$ cat src/rtl/binary_up_counter.sv
// WIDTH-bit binary up-counter with synchronous parallel load and async active-low clear.
// count comes straight from the state register, so it carries no combinational input path.
module binary_up_counter #(
  parameter int WIDTH = 4
) (
  input  logic [WIDTH-1:0] data_in,
  input  logic             load,
  input  logic             clk,
  input  logic             reset,
  output logic [WIDTH-1:0] count
);

  // Priority is reset > load > increment; increment wraps modulo 2^WIDTH.
  always_ff @(posedge clk or negedge reset) begin
    if (!reset)
      count <= '0;
    else if (load)
      count <= data_in;
    else
      count <= count + WIDTH'(1);
  end

endmodule

$ cat config.mk
export PLATFORM = sky130hd
export DESIGN_NAME = binary_up_counter
export DESIGN_NICKNAME = d
export VERILOG_FILES = /design/src/rtl/binary_up_counter.sv
export SDC_FILE = /design/constraint.sdc
export NUM_CORES = 1
export LEC_CHECK = 0
export CAP_MARGIN = 20
export CORE_AREA = 8 8 45 47
export CTS_BUF_LIST = sky130_fd_sc_hd__clkbuf_4
export DETAILED_ROUTE_END_ITERATION = 12
export DIE_AREA = 0 0 53 55
export PLACE_DENSITY = 0.39
export SKIP_LAST_GASP = 1
export SYNTH_ARGS = -nofsm -noshare
export SYNTH_HDL_FRONTEND = slang
export SYNTH_SLANG_ARGS = --single-unit
$ cat constraint.sdc
create_clock -name clk -period 1.05 [get_ports clk]
set_clock_uncertainty 0.15 [all_clocks]
set_input_delay 0.21 -clock clk [delete_from_list [all_inputs] [get_ports clk]]
set_output_delay 0.21 -clock clk [all_outputs]
set_load 0.05 [all_outputs]
==> metrics.cfg <==
[place]
placed_cells=44
place_congestion=0.665
portBuffers=10

[setup_path]
criticalPathCategory=reg2reg
crit-reg2reg-launch=count[1]$_DFF_PN0_
rr_endpoint=count[1]$_DFF_PN0_
critPathTopFamily=flip-flops
crit_fanout=2
cp_cell_sequence=buf_4, ha_4, mux2_2
cp.depth=3
slowest_delay_ns=0.40
rrSetupSlack_ns=-0.23
cp-end-kind=flop
worst-path-buf-inv=1
required_ns=1.01
crit_arrival_ns=1.24
slowest_stage=dfrtp_2
start_kind=flop
ff2ff_path_depth=3

[global_routing]
grt_use_total_pct=5.20
grt_first_pass_wirelength_mm=1.00
grt_pass1_vias=221
overflow=0
antenna_found_initial=0
grt_max_degree=7

[finish]
reg.largest.list=count x4
insertedDiodeCount=0
instances_no_fill=52
final_layout_size_suffix_gt1_share_pct=63.9
syn_to_final_growth_pct=172
layout_common_cells=clkdlybuf4s50_1 (6), clkbuf_4 (4), buf_12 (4), buf_4 (4)
final_nets=45
largest_reg_flops=4
largest-register=count
final_common_cell=clkdlybuf4s50_1

[sta]
final_hold_viol_count=0
finalCritPeriodShare_pct=122
clock.fmax_ghz=0.780
worst_slack_ns=-0.232
drv_slew=0
rsz0062_at_grt=yes
period_minus_slack_ns=1.28
tightest_slew_ns=0.205
slew_headroom_pct=86.3
final-setup-viol-count=7

[die]
coreArea_um2=1380
die_w_um=53
start_util_pct=12.5
die_h_um=55
row_count=14
pin_count=11
die-area_um2=2920

[route]
drt-total-wl_um=602
drt_first_pass_iters=4
drcViolationCount=0
vias=188
first_iter_violations=5
routedWlPerCell_um=11.6
detail-route-antenna-nets=0
routed_via_density=3.62

[cts]
path_clk_slew_ns=0.04
cts_hold_buf=0
clk_latency_ns=0.24
cts_tree=done
cts_buffer_depth=2
numCtsBuffers=3
cts.sinks=4
htreeDepth=1
clock-root-buffer=clkbuf_4

[logic_synthesis]
ys_seq_area_share_pct=58.0
avgSynthCellArea_um2=11.5
synthAdderAreaFrac_pct=7.25
synth.distinct_cells=9
netlist.area_leader.share_pct=58.0
yosysTopAreaCell=dfrtp_1
synth_warnings=0
synth-simple-area-share_pct=9.42
synth_compound_area_share_pct=8.70
syn_nets=23
synth_top_family_by_area=XOR/XNOR gates
synth-xor-area-share_pct=10.1
yosys-top-cells-area=dfrtp_1 (58%), ha_1 (7.2%), mux2_2 (6.5%)
synth_area_um2=173
synthCells=15
ys_ff_latch=4
synth_mux_area_share_pct=6.52

[power_and_ir_drop]
ir_worst_vdd_mv=0.410
p_per_area_nw_per_um2=1730
clkPwrFrac_pct=28.9
internal_power_mw=0.556
leakage_nw=0.197
totalPowerFinal_mw=0.812
power.switching_mw=0.256
p_comb_share_pct=45.6
seqPwrFrac_pct=25.6
switching_share_pct=31.5

[flow_run]
drv_cap=0

[run_status]
violations=setup timing
status=finished with violations

[min_path]
hp-class=in2async

==> worst reg2reg max path, stage by stage, from the launching register on <==
cell	delay, ns
dfrtp_2	0.40
buf_4	0.14
ha_4	0.22
mux2_2	0.26
==> synthesized netlist by cell type, drive strengths merged <==
cell and n:
dfrtp 4, nand3 1, xor2 1, nand2 3, ha 1, mux2 1, xnor2 1, o21ai 3
==> logic make-up (layout without fill, tap and decap cells) <==
| logic type | Yosys count | in the layout |
|---|---|---|
| adder cells (fa/ha/maj) | 1 | 1 |
| multiplexers | 1 | 1 |
| flip-flops | 4 | 4 |
| XOR/XNOR | 2 | 2 |
| buffers and inverters | 0 | 21 |
| AO/OA/AOI/OAI | 3 | 3 |
| AND/OR/NAND/NOR | 4 | 4 |
==> routing by layer <==
| layer | vias to the layer above | part of all wire (%) | track usage [%] |
|---|---|---|---|
| li1 | 92 | - | - |
| met2 | 11 | 41 | 6.45 |
| met1 | 85 | 41 | 5.34 |
| met5 | - | 0 | 0 |
| met3 | 0 | 18 | 4.01 |
| met4 | 0 | 0 | 5.17 |
==> per-stage QoR <==
stage / utilization [%] / setup slack, ns / instance area, µm² / setup TNS [ns] / hold slack, ns
after floorplan: - / -0.245 / 189 / -0.464 / -0.236
after global placement: 26.9 / -0.247 / 372 / -0.698 / 0.283
after detailed placement: 26.9 / -0.267 / 372 / -0.746 / 0.282
after CTS: 32.0 / -0.226 / 443 / -1.11 / 0.0258
after global routing: 34.0 / -0.258 / 470 / -1.26 / 0.0345
final: 34.0 / -0.232 / 470 / -1.03 / 0.0328
==> layout make-up <==
cell class / count / area, µm²
flip-flops and latches: 4 / 104
well taps: 16 / 20.0
clock buffers: 4 / 30.0
multi-input cells: 11 / 113
fillers: 140 / 913
repair buffers: 17 / 204
==> worst max-delay path by stage <==
stage | from | endpoint | slack, ns
4_1_cts | count[0]$_DFF_PN0_ | count[1]$_DFF_PN0_ | -0.23
2_1_floorplan | count[1]$_DFF_PN0_ | count[1]$_DFF_PN0_ | -0.24
5_1_grt | count[0]$_DFF_PN0_ | count[0] | -0.26
3_5_place_dp | load | count[1]$_DFF_PN0_ | -0.27
3_3_place_gp | load | count[1]$_DFF_PN0_ | -0.25
6_report | count[1]$_DFF_PN0_ | count[1]$_DFF_PN0_ | -0.23
==> power groups by stage <==
| stage | clock [mW] | sequential [mW] | combinational [mW] |
|---|---|---|---|
| floorplan | 0 | 0.289 | 0.0441 |
| global placement | 0 | 0.214 | 0.291 |
| detailed placement | 0 | 0.213 | 0.291 |
| CTS | 0.250 | 0.202 | 0.350 |
| global route | 0.265 | 0.211 | 0.392 |
| finish | 0.234 | 0.208 | 0.370 |
==> what timing repair did <==
action | 4_1_cts | 5_1_grt
setup endpoints to repair | 7 | 7
cloned | 0 | 0
setup buffers | 4 | 0
resized for setup | 2 | 5
pin swaps | 1 | 2
(Power assumes the default switching activity.)
